[src/rtl/mem_initiator_pkg.sv]
// Shared definitions for the memory bus initiator: bus widths, FSM state
// encoding and the timer terminal-count helper.
package mem_initiator_pkg;

    localparam int MEM_AW = 8;
    localparam int MEM_DW = 8;

    // Initiator FSM states
    typedef enum logic [1:0] {
        ST_IDLE  = 2'd0,
        ST_REQ   = 2'd1,
        ST_RSP   = 2'd2,
        ST_DRAIN = 2'd3
    } state_e;

    // A window of N cycles ends when the zero-based counter reaches N-1.
    function automatic logic [7:0] terminal_count(input logic [7:0] cycles);
        return cycles - 8'd1;
    endfunction

endpackage

[src/rtl/mem_initiator_if.sv]
// Command/response port plus wait-state RAM bus of the memory initiator.
// master: the initiator view; slave: the command source / RAM responder view.
interface mem_initiator_if;
    import mem_initiator_pkg::*;

    // command port
    logic              cmd_valid;
    logic              cmd_ready;
    logic              cmd_write;
    logic [MEM_AW-1:0] cmd_addr;
    logic [MEM_DW-1:0] cmd_wdata;
    // response port
    logic              rsp_valid;
    logic              rsp_ready;
    logic [MEM_DW-1:0] rsp_data;
    logic              rsp_write;
    logic              rsp_err;
    logic              busy;
    // RAM bus
    logic [MEM_AW-1:0] addr;
    logic              read;
    logic              write;
    logic [MEM_DW-1:0] writedata;
    logic              ready;
    logic [MEM_DW-1:0] readdata;

    modport master (
        input  cmd_valid, cmd_write, cmd_addr, cmd_wdata, rsp_ready, ready, readdata,
        output cmd_ready, rsp_valid, rsp_data, rsp_write, rsp_err, busy,
               addr, read, write, writedata
    );

    modport slave (
        output cmd_valid, cmd_write, cmd_addr, cmd_wdata, rsp_ready, ready, readdata,
        input  cmd_ready, rsp_valid, rsp_data, rsp_write, rsp_err, busy,
               addr, read, write, writedata
    );

endinterface

[src/rtl/mem_initiator_wait_timer.sv]
// Clear/enable counter with a terminal-count flag. The counter saturates at
// the terminal value so it can never wrap back and re-arm an expired window.
module mem_initiator_wait_timer (
    input  logic       clk,
    input  logic       reset,
    input  logic       clear_i,
    input  logic       enable_i,
    input  logic [7:0] terminal_i,
    output logic       tc_o
);

    logic [7:0] count_q;
    logic [7:0] count_d;

    assign tc_o = (count_q == terminal_i);

    // Next count: clear wins, otherwise count up until terminal is reached
    always_comb begin
        count_d = count_q;
        if (clear_i) begin
            count_d = 8'd0;
        end else if (enable_i && !tc_o) begin
            count_d = count_q + 8'd1;
        end else begin
            count_d = count_q;
        end
    end

    // Counter register
    always_ff @(posedge clk or posedge reset) begin
        if (reset) begin
            count_q <= 8'd0;
        end else begin
            count_q <= count_d;
        end
    end

endmodule

[src/rtl/mem_initiator.sv]
// Bus initiator for the req/ready wait-state RAM. Takes one command at a time,
// holds read/write until ready is sampled, and hands back read data or write
// completion. Requests that never see ready are aborted by a wait timer; an
// abort is followed by a drain window in which late ready pulses are ignored.
// Every bus and response output is driven straight from a flop.
module mem_initiator
    import mem_initiator_pkg::*;
#(
    parameter logic [7:0] MAX_WAIT = 8'd16,
    parameter logic [2:0] DRAIN    = 3'd4
) (
    input  logic              clk,
    input  logic              reset,
    mem_initiator_if.master   bus
);

    state_e            state_q,     state_d;
    logic [MEM_AW-1:0] addr_q,      addr_d;
    logic              read_q,      read_d;
    logic              write_q,     write_d;
    logic [MEM_DW-1:0] wdata_q,     wdata_d;
    logic              rsp_valid_q, rsp_valid_d;
    logic [MEM_DW-1:0] rsp_data_q,  rsp_data_d;
    logic              rsp_write_q, rsp_write_d;
    logic              rsp_err_q,   rsp_err_d;
    logic              drain_q,     drain_d;
    logic              cmd_ready_q, cmd_ready_d;
    logic              busy_q,      busy_d;

    logic              tmr_clear_s;
    logic              tmr_enable_s;
    logic [7:0]        tmr_terminal_s;
    logic              tmr_tc_s;

    // One timer serves both the request timeout and the post-abort drain;
    // it sits at zero in IDLE/RSP so it starts fresh on entry to REQ/DRAIN.
    always_comb begin
        tmr_clear_s    = (state_q == ST_IDLE) || (state_q == ST_RSP);
        tmr_enable_s   = (state_q == ST_REQ)  || (state_q == ST_DRAIN);
        if (state_q == ST_DRAIN) begin
            tmr_terminal_s = terminal_count({5'd0, DRAIN});
        end else begin
            tmr_terminal_s = terminal_count(MAX_WAIT);
        end
    end

    mem_initiator_wait_timer u_timer (
        .clk        (clk),
        .reset      (reset),
        .clear_i    (tmr_clear_s),
        .enable_i   (tmr_enable_s),
        .terminal_i (tmr_terminal_s),
        .tc_o       (tmr_tc_s)
    );

    // Next-state and registered-output logic of the initiator FSM
    always_comb begin
        state_d     = state_q;
        addr_d      = addr_q;
        read_d      = read_q;
        write_d     = write_q;
        wdata_d     = wdata_q;
        rsp_valid_d = rsp_valid_q;
        rsp_data_d  = rsp_data_q;
        rsp_write_d = rsp_write_q;
        rsp_err_d   = rsp_err_q;
        drain_d     = drain_q;

        case (state_q)
            ST_IDLE: begin
                if (bus.cmd_valid && cmd_ready_q) begin
                    addr_d      = bus.cmd_addr;
                    wdata_d     = bus.cmd_wdata;
                    read_d      = ~bus.cmd_write;
                    write_d     = bus.cmd_write;
                    rsp_write_d = bus.cmd_write;
                    state_d     = ST_REQ;
                end else begin
                    state_d     = ST_IDLE;
                end
            end
            ST_REQ: begin
                if (bus.ready) begin
                    // readdata is only trusted here, and only for reads
                    read_d      = 1'b0;
                    write_d     = 1'b0;
                    rsp_data_d  = read_q ? bus.readdata : 8'h00;
                    rsp_valid_d = 1'b1;
                    rsp_err_d   = 1'b0;
                    drain_d     = 1'b0;
                    state_d     = ST_RSP;
                end else if (tmr_tc_s) begin
                    read_d      = 1'b0;
                    write_d     = 1'b0;
                    rsp_data_d  = 8'h00;
                    rsp_valid_d = 1'b1;
                    rsp_err_d   = 1'b1;
                    drain_d     = 1'b1;
                    state_d     = ST_RSP;
                end else begin
                    state_d     = ST_REQ;
                end
            end
            ST_RSP: begin
                if (bus.rsp_ready) begin
                    rsp_valid_d = 1'b0;
                    drain_d     = 1'b0;
                    if (drain_q && (DRAIN != 3'd0)) begin
                        state_d = ST_DRAIN;
                    end else begin
                        state_d = ST_IDLE;
                    end
                end else begin
                    state_d     = ST_RSP;
                end
            end
            ST_DRAIN: begin
                if (tmr_tc_s) begin
                    state_d = ST_IDLE;
                end else begin
                    state_d = ST_DRAIN;
                end
            end
            default: begin
                state_d     = ST_IDLE;
                read_d      = 1'b0;
                write_d     = 1'b0;
                rsp_valid_d = 1'b0;
                drain_d     = 1'b0;
            end
        endcase

        // cmd_ready/busy are registered copies of the next state
        cmd_ready_d = (state_d == ST_IDLE);
        busy_d      = (state_d != ST_IDLE);
    end

    // State and output registers; reset drops any bus request immediately
    always_ff @(posedge clk or posedge reset) begin
        if (reset) begin
            state_q     <= ST_IDLE;
            addr_q      <= 8'h00;
            read_q      <= 1'b0;
            write_q     <= 1'b0;
            wdata_q     <= 8'h00;
            rsp_valid_q <= 1'b0;
            rsp_data_q  <= 8'h00;
            rsp_write_q <= 1'b0;
            rsp_err_q   <= 1'b0;
            drain_q     <= 1'b0;
            cmd_ready_q <= 1'b1;
            busy_q      <= 1'b0;
        end else begin
            state_q     <= state_d;
            addr_q      <= addr_d;
            read_q      <= read_d;
            write_q     <= write_d;
            wdata_q     <= wdata_d;
            rsp_valid_q <= rsp_valid_d;
            rsp_data_q  <= rsp_data_d;
            rsp_write_q <= rsp_write_d;
            rsp_err_q   <= rsp_err_d;
            drain_q     <= drain_d;
            cmd_ready_q <= cmd_ready_d;
            busy_q      <= busy_d;
        end
    end

    assign bus.cmd_ready = cmd_ready_q;
    assign bus.busy      = busy_q;
    assign bus.addr      = addr_q;
    assign bus.read      = read_q;
    assign bus.write     = write_q;
    assign bus.writedata = wdata_q;
    assign bus.rsp_valid = rsp_valid_q;
    assign bus.rsp_data  = rsp_data_q;
    assign bus.rsp_write = rsp_write_q;
    assign bus.rsp_err   = rsp_err_q;

endmodule

[src/flat_wrapper.sv]
// flat-port wrapper written by rule: the top's interface ports become plain ports
module mem_initiator_flat import mem_initiator_pkg::*;
#(
    parameter logic [7:0] MAX_WAIT = 8'd16,
    parameter logic [2:0] DRAIN    = 3'd4
)
  (clk, reset, bus_cmd_valid, bus_cmd_write, bus_cmd_addr, bus_cmd_wdata, bus_rsp_ready, bus_ready, bus_readdata, bus_cmd_ready, bus_rsp_valid, bus_rsp_data, bus_rsp_write, bus_rsp_err, bus_busy, bus_addr, bus_read, bus_write, bus_writedata);
  mem_initiator_if bus_i ();
  input  logic clk;
  input  logic reset;
  input wire logic [$bits(bus_i.cmd_valid)-1:0] bus_cmd_valid;
  input wire logic [$bits(bus_i.cmd_write)-1:0] bus_cmd_write;
  input wire logic [$bits(bus_i.cmd_addr)-1:0] bus_cmd_addr;
  input wire logic [$bits(bus_i.cmd_wdata)-1:0] bus_cmd_wdata;
  input wire logic [$bits(bus_i.rsp_ready)-1:0] bus_rsp_ready;
  input wire logic [$bits(bus_i.ready)-1:0] bus_ready;
  input wire logic [$bits(bus_i.readdata)-1:0] bus_readdata;
  output wire logic [$bits(bus_i.cmd_ready)-1:0] bus_cmd_ready;
  output wire logic [$bits(bus_i.rsp_valid)-1:0] bus_rsp_valid;
  output wire logic [$bits(bus_i.rsp_data)-1:0] bus_rsp_data;
  output wire logic [$bits(bus_i.rsp_write)-1:0] bus_rsp_write;
  output wire logic [$bits(bus_i.rsp_err)-1:0] bus_rsp_err;
  output wire logic [$bits(bus_i.busy)-1:0] bus_busy;
  output wire logic [$bits(bus_i.addr)-1:0] bus_addr;
  output wire logic [$bits(bus_i.read)-1:0] bus_read;
  output wire logic [$bits(bus_i.write)-1:0] bus_write;
  output wire logic [$bits(bus_i.writedata)-1:0] bus_writedata;
  assign bus_i.cmd_valid = bus_cmd_valid;
  assign bus_i.cmd_write = bus_cmd_write;
  assign bus_i.cmd_addr = bus_cmd_addr;
  assign bus_i.cmd_wdata = bus_cmd_wdata;
  assign bus_i.rsp_ready = bus_rsp_ready;
  assign bus_i.ready = bus_ready;
  assign bus_i.readdata = bus_readdata;
  assign bus_cmd_ready = bus_i.cmd_ready;
  assign bus_rsp_valid = bus_i.rsp_valid;
  assign bus_rsp_data = bus_i.rsp_data;
  assign bus_rsp_write = bus_i.rsp_write;
  assign bus_rsp_err = bus_i.rsp_err;
  assign bus_busy = bus_i.busy;
  assign bus_addr = bus_i.addr;
  assign bus_read = bus_i.read;
  assign bus_write = bus_i.write;
  assign bus_writedata = bus_i.writedata;
  mem_initiator #(.MAX_WAIT(MAX_WAIT), .DRAIN(DRAIN)) u_core (.clk(clk), .reset(reset), .bus(bus_i));
endmodule
[config.mk]
export PLATFORM = sky130hd
export DESIGN_NAME = mem_initiator_flat
export DESIGN_NICKNAME = d
export VERILOG_FILES = /design/src/rtl/mem_initiator_pkg.sv /design/src/rtl/mem_initiator_if.sv /design/src/rtl/mem_initiator_wait_timer.sv /design/src/rtl/mem_initiator.sv /design/src/flat_wrapper.sv
export SDC_FILE = /design/constraint.sdc
export NUM_CORES = 1
export LEC_CHECK = 0
export BUFFER_PORTS_ARGS = -buffer_cell sky130_fd_sc_hd__buf_2
export CAP_MARGIN = 30
export CORE_ASPECT_RATIO = 0.75
export CORE_MARGIN = 8
export CORE_UTILIZATION = 49
export DETAILED_ROUTE_END_ITERATION = 8
export HOLD_SLACK_MARGIN = 0.06
export PLACE_DENSITY = 0.83
export SYNTH_ARGS = -nofsm -noshare
export SYNTH_HDL_FRONTEND = slang
export SYNTH_SLANG_ARGS = --single-unit
[constraint.sdc]
create_clock -name clk -period 2.1 [get_ports clk]
set_input_delay 0.21 -clock clk [delete_from_list [all_inputs] [get_ports clk]]
set_output_delay 0.21 -clock clk [all_outputs]
set_load 0.02 [all_outputs]
# Word-level counts from Yosys, hierarchy flattened
# Cells that the tools add are included.
dict set report classes {
  muxes 25
  reduce_logical 16
  eq_ne 7
  bitwise_logic 1
  addsub 1
}
# op count
set ops {}
lappend ops {{two-way mux 8 bit} 5}
lappend ops {{two-way mux 2 bit} 5}
lappend ops {{nonzero test 2 bit} 5}
lappend ops {{two-way mux 1 bit} 9}
lappend ops {{adder 8 x 1 -> 8 bit (second input constant)} 1}
lappend ops {{== test 8 x 4 -> 1 bit} 1}
lappend ops {{one-hot mux 1 bit (2 select lines)} 4}
lappend ops {{one-hot mux 2 bit (4 select lines)} 1}
lappend ops {{AND reduction 3 bit} 2}
lappend ops {{== test 2 bit (second input constant)} 2}
lappend ops {{logical NOT 2 bit} 2}
lappend ops {{two-way mux 4 bit} 1}
lappend ops {{!= test 2 bit (second input constant)} 2}
lappend ops {{AND reduction 2 bit} 2}
lappend ops {{!= test 3 bit (second input constant)} 1}
lappend ops {{== test 2 x 1 -> 1 bit (second input constant)} 1}
lappend ops {{logical AND 1 bit} 2}
lappend ops {{logical OR 1 bit} 2}
lappend ops {{logical NOT 1 bit} 1}
lappend ops {{NOT 1 bit} 1}
dict set report totals {
  wordCells 63
  register_bits 42
  output_inout_bits 31
  inputBits 30
}

# Longest topological paths before layout
dict set report depth {
  ltp_word 7
  ltp_mapped 7
  mapped_depth_nobuf 5
}

# Hierarchy
# A second synthesis with hierarchy kept.
dict set report unflattened {
  hier_cells 210
  area_unflattened_um2 2078.2
}
# module n_inst seq_area_each_um2 area_per_inst_um2 cells_per_inst
set modules_own_cells {}
lappend modules_own_cells {mem_initiator 1 852.1 1482.7 150}
lappend modules_own_cells {mem_initiator_wait_timer 1 200.2 595.6 60}

# Worst setup path before layout
# OpenSTA, ideal clock, no wires.
dict set report synth_timing {
  path_type {reg2reg}
  startpoint {register u_core.u_timer.count_q[0]}
  endpoint {register u_core.state_q[1]}
  n_path_buf 1
  arrival_time_ns 1.370
  t_required_ns 1.973
  setup_time_ns 0.127
  period_less_slack_ns 1.497
  slack_ns 0.603
  path_stages_with_launch 7
  cell_sequence {dfrtp_1 ha_1 and3_2 and2_4 o21ai_2 buf_6 o21ai_0}
}
dict set report synth_between {
  elab_chain_cells 4
  elab_cells_between_ends 5
  classes_between {1 x eq/ne; 4 x mux}
}
# item line
set synth_lines {}
lappend synth_lines {{start: declaration} mem_initiator_wait_timer.sv:12} ;# logic [7:0] count_q;
lappend synth_lines {{start signal: assignment} mem_initiator_wait_timer.sv:34} ;# count_q <= count_d;
lappend synth_lines {{== test 8 x 4 -> 1 bit *} mem_initiator_wait_timer.sv:15} ;# assign tc_o = (count_q == terminal_i);
lappend synth_lines {{two-way mux 2 bit} mem_initiator.sv:92} ;# end else if (tmr_tc_s) begin
lappend synth_lines {{two-way mux 2 bit} mem_initiator.sv:83} ;# if (bus.ready) begin
lappend synth_lines {{one-hot mux 2 bit (4 select lines) *} mem_initiator.sv:69} ;# case (state_q)
lappend synth_lines {{net u_core.state_d[1]} mem_initiator.sv:17} ;# state_e state_q, state_d;
lappend synth_lines {{end signal: assignment} mem_initiator.sv:154} ;# state_q <= state_d;
lappend synth_lines {{end: declaration} mem_initiator.sv:17}
# Mark *: on every way through the listed nets, which the timed path passes. The rest lies on a longest branch.
# A chain may end at the register's enable or synchronous reset.

# Worst setup path after layout
# Ends and elaborated chain as after synthesis.

==> flow_summary.json <==
{
  "synth-seq-cells": 42,
  "grtUsageTotal": 0.141,
  "status": "complete, no violations",
  "max_slew.worst_pin.slew_ns": 0.520,
  "async_reset_ff_frac": 1.00,
  "yosys.area.top_type": "dfrtp_1",
  "h-tree-depth": 2,
  "globalplace.congestion": 0.890,
  "insertion_delay_ns": 0.29,
  "drv_cap": 0,
  "ios": 61,
  "worst_ep_arrival_time_ns": 1.95,
  "syn_to_final_growth_pct": 23.9,
  "initial_utilization": 0.503,
  "multi_input_area_um2": 678,
  "rows": 19,
  "synthesis.area_um2": 1800,
  "finClkSkew_ns": 0.00503,
  "synth_edf_count": 0,
  "hold_viol_final": 0,
  "post_cts_buffers": 0,
  "buffer_ports.inserted": 60,
  "powerDensity_nw_per_um2": 1410,
  "cp-start-kind": "flip-flop",
  "fp.dieH_um": 68.6,
  "die-area_um2": 5900,
  "grt_start_max_net_pins": 43,
  "cts_tree": "done",
  "clkTransAtPathRegs_ns": 0.08,
  "die_w_um": 86.1,
  "rsz0062_at_grt": "no",
  "finalCritPeriodShare": 0.860,
  "p_leak_nw": 1.21,
  "seq_area_um2": 1050,
  "final_layout_size_suffix_gt1_frac": 0.332,
  "worst_setup_path_end_kind": "flip-flop",
  "wl_per_cell_um": 14.0,
  "ys_warn_count": 0,
  "setup_tns_ns": 0,
  "synth_top_area_frac": 0.569,
  "coreArea_um2": 3590,
  "whs_path_depth": 3,
  "max_slew_margin": 0.653,
  "antenna_found_initial": 0,
  "synthTopCellsByArea": "dfrtp_1 (57%), nand2_1 (12%), a22o_1 (3.4%), dfstp_2 (1.5%), xor2_1 (1.5%)",
  "drc": 0,
  "crit_path_max_fanout": 12,
  "synth.avg_cell_area_um2": 10.3,
  "fin_nets": 268,
  "max-vdd-ir-drop_mv": 0.725,
  "numCtsBuffers": 5,
  "viasPerCell": 5.03,
  "finalWorstSetupSlack_ns": 0.293,
  "ys.flop_type": "dfrtp_1",
  "wirelength_um": 4070,
  "synth.distinct_cells": 38,
  "achievable-frequency_ghz": 0.553,
  "cts_root_buffer": "clkbuf_8",
  "rr_worst_depth": 5,
  "worst_hold_path_type": "in2reg",
  "final-setup-viol-count": 0,
  "grt_pass1_wl_um": 6520,
  "vias": 1459,
  "ant_nets": 0,
  "worst_ep_required_time_ns": 2.24,
  "hpwl_um": 3020,
  "drtIter0Drc": 50,
  "clockBufferDepth": 2,
  "synth_cells": 176,
  "clock-sinks": 42,
  "fin_area_um2": 2230,
  "synth_fp_nets": 207,
  "worstSetupPathType": "reg2reg",
  "num_antenna_cells": 0,
  "finalMaxSlewViolations": 0,
  "place_area_um2": 2130,
  "yosysSeqAreaShare": 0.583,
  "dr.pass1.iters": 4,
  "num-fill-cells": 310,
  "pre_cts_ws_ns": 0.293,
  "fin_crit_ns": 1.81,
  "gr-total-overflow": 0,
  "first_global_vias": 1423
}
[per-layer routing]
| layer | global-route usage | vias to the layer above | wire length (um) |
|---|---|---|---|
| li1 | - | 717 | - |
| met1 | 0.182 | 684 | 1920 |
| met2 | 0.215 | 55 | 1700 |
| met3 | 0.0675 | 3 | 431 |
| met4 | 0.0261 | 0 | 16 |
| met5 | 0 | - | 0 |
[area by class of cell]
class,count,share of cell area
clock inverter,2,0.00560
sequential,42,0.471
inverter,3,0.00504
multi-input combinational,121,0.303
timing repair buffer,64,0.149
clock buffer,6,0.0370
tap,52,0.0291
[timing repair]
action,in CTS,in global routing
gates resized for setup,0,0
hold buffers,1,0
endpoints found under the hold margin,24,0
[metrics by stage]
| step | hold WS (ns) | power (W) | std cells | util |
|---|---|---|---|---|
| after floorplan | 0.296 | 0.00222 | 176 | - |
| after global placement | 0.359 | 0.00261 | 281 | 0.593 |
| after detailed placement | 0.376 | 0.00265 | 281 | 0.593 |
| after CTS | 0.0990 | 0.00319 | 290 | 0.623 |
| after global routing | 0.0970 | 0.00339 | 290 | 0.623 |
| final | 0.105 | 0.00316 | 290 | 0.623 |
[cells in the mapped netlist (all sizes together) (3+ instances only)]
library cell / count
nand2: 58
dfrtp: 41
a22o: 8
buf: 8
nor2: 7
a21oi: 5
and3: 5
nand3: 5
o21ai: 4
inv: 3
nand2b: 3
xor2: 3
[cell usage in the layout, fill, tap and decap left out, types with 2 or more instances in the layout]
cell / netlist / final
buf_2: 5 / 60
nand2_1: 58 / 58
dfrtp_1: 41 / 41
a22o_1: 7 / 7
nor2_1: 6 / 6
clkbuf_8: 0 / 6
nand3_1: 5 / 5
a21oi_1: 5 / 5
and3_1: 4 / 4
inv_1: 3 / 3
nand2b_1: 3 / 3
o21ai_0: 3 / 3
xor2_1: 3 / 3
buf_4: 1 / 3
a21boi_0: 2 / 2
mux2i_1: 2 / 2
nand3b_1: 2 / 2
a31oi_1: 2 / 2
a211oi_1: 2 / 2
[worst paths after layout]
check	from	endpoint	slack, ns
worst min-delay path	bus_cmd_wdata[4]	u_core.bus.writedata[4]$_DFFE_PP0P_	0.11
worst max-delay path	u_core.u_timer.count_q[0]$_DFFE_PP0P_	u_core.state_q[1]$_DFF_PP0_	0.29
worst max register to register	u_core.u_timer.count_q[0]$_DFFE_PP0P_	u_core.state_q[1]$_DFF_PP0_	0.29
max in group asynchronous	reset	u_core.bus.cmd_ready$_DFF_PP1_	1.14
worst min register to register	u_core.bus.writedata[0]$_DFFE_PP0P_	u_core.bus.writedata[0]$_DFFE_PP0P_	0.47
min in group asynchronous	reset	u_core.bus.writedata[5]$_DFFE_PP0P_	0.59
[sequential cells by signal (all words and copies together) (netlist names)]
name and flops:
u_core.bus.addr 8, u_core.bus.rsp_data 8, u_core.bus.writedata 8, u_core.u_timer.count_q 8, u_core.state_q 2, u_core.bus.busy 1, u_core.bus.cmd_ready 1, u_core.bus.read 1
u_core.bus.rsp_err 1, u_core.bus.rsp_valid 1, u_core.bus.rsp_write 1, u_core.bus.write 1, u_core.drain_q 1
[where the power goes]
part	internal [W]	switching, W	total, W
sequential	0.00113	0.000218	0.00135
combinational	0.000464	0.000816	0.00128
clock	0.000264	0.000266	0.000530
total	0.00186	0.00130	0.00316
[critical path, cell delays in order (launching register included)]
cell and delay, ns:
dfrtp_1 0.41, ha_1 0.27, and3_2 0.26, and2_4 0.17, o21ai_2 0.40, o21ai_0 0.16
[cells by family (layout without fill, tap and decap cells)]
group | after synthesis | count (layout) | synth area share
AOI/OAI and AO/OA | 31 | 31 | 0.130
xor gates and xnor gates | 3 | 3 | 0.0146
adders and majority gates | 1 | 1 | 0.00693
buffers and inverters | 13 | 75 | 0.0409
DFF | 42 | 42 | 0.583
muxes | 2 | 2 | 0.0111
and+or+nand+nor | 84 | 84 | 0.214
(Power assumes the default switching activity.)
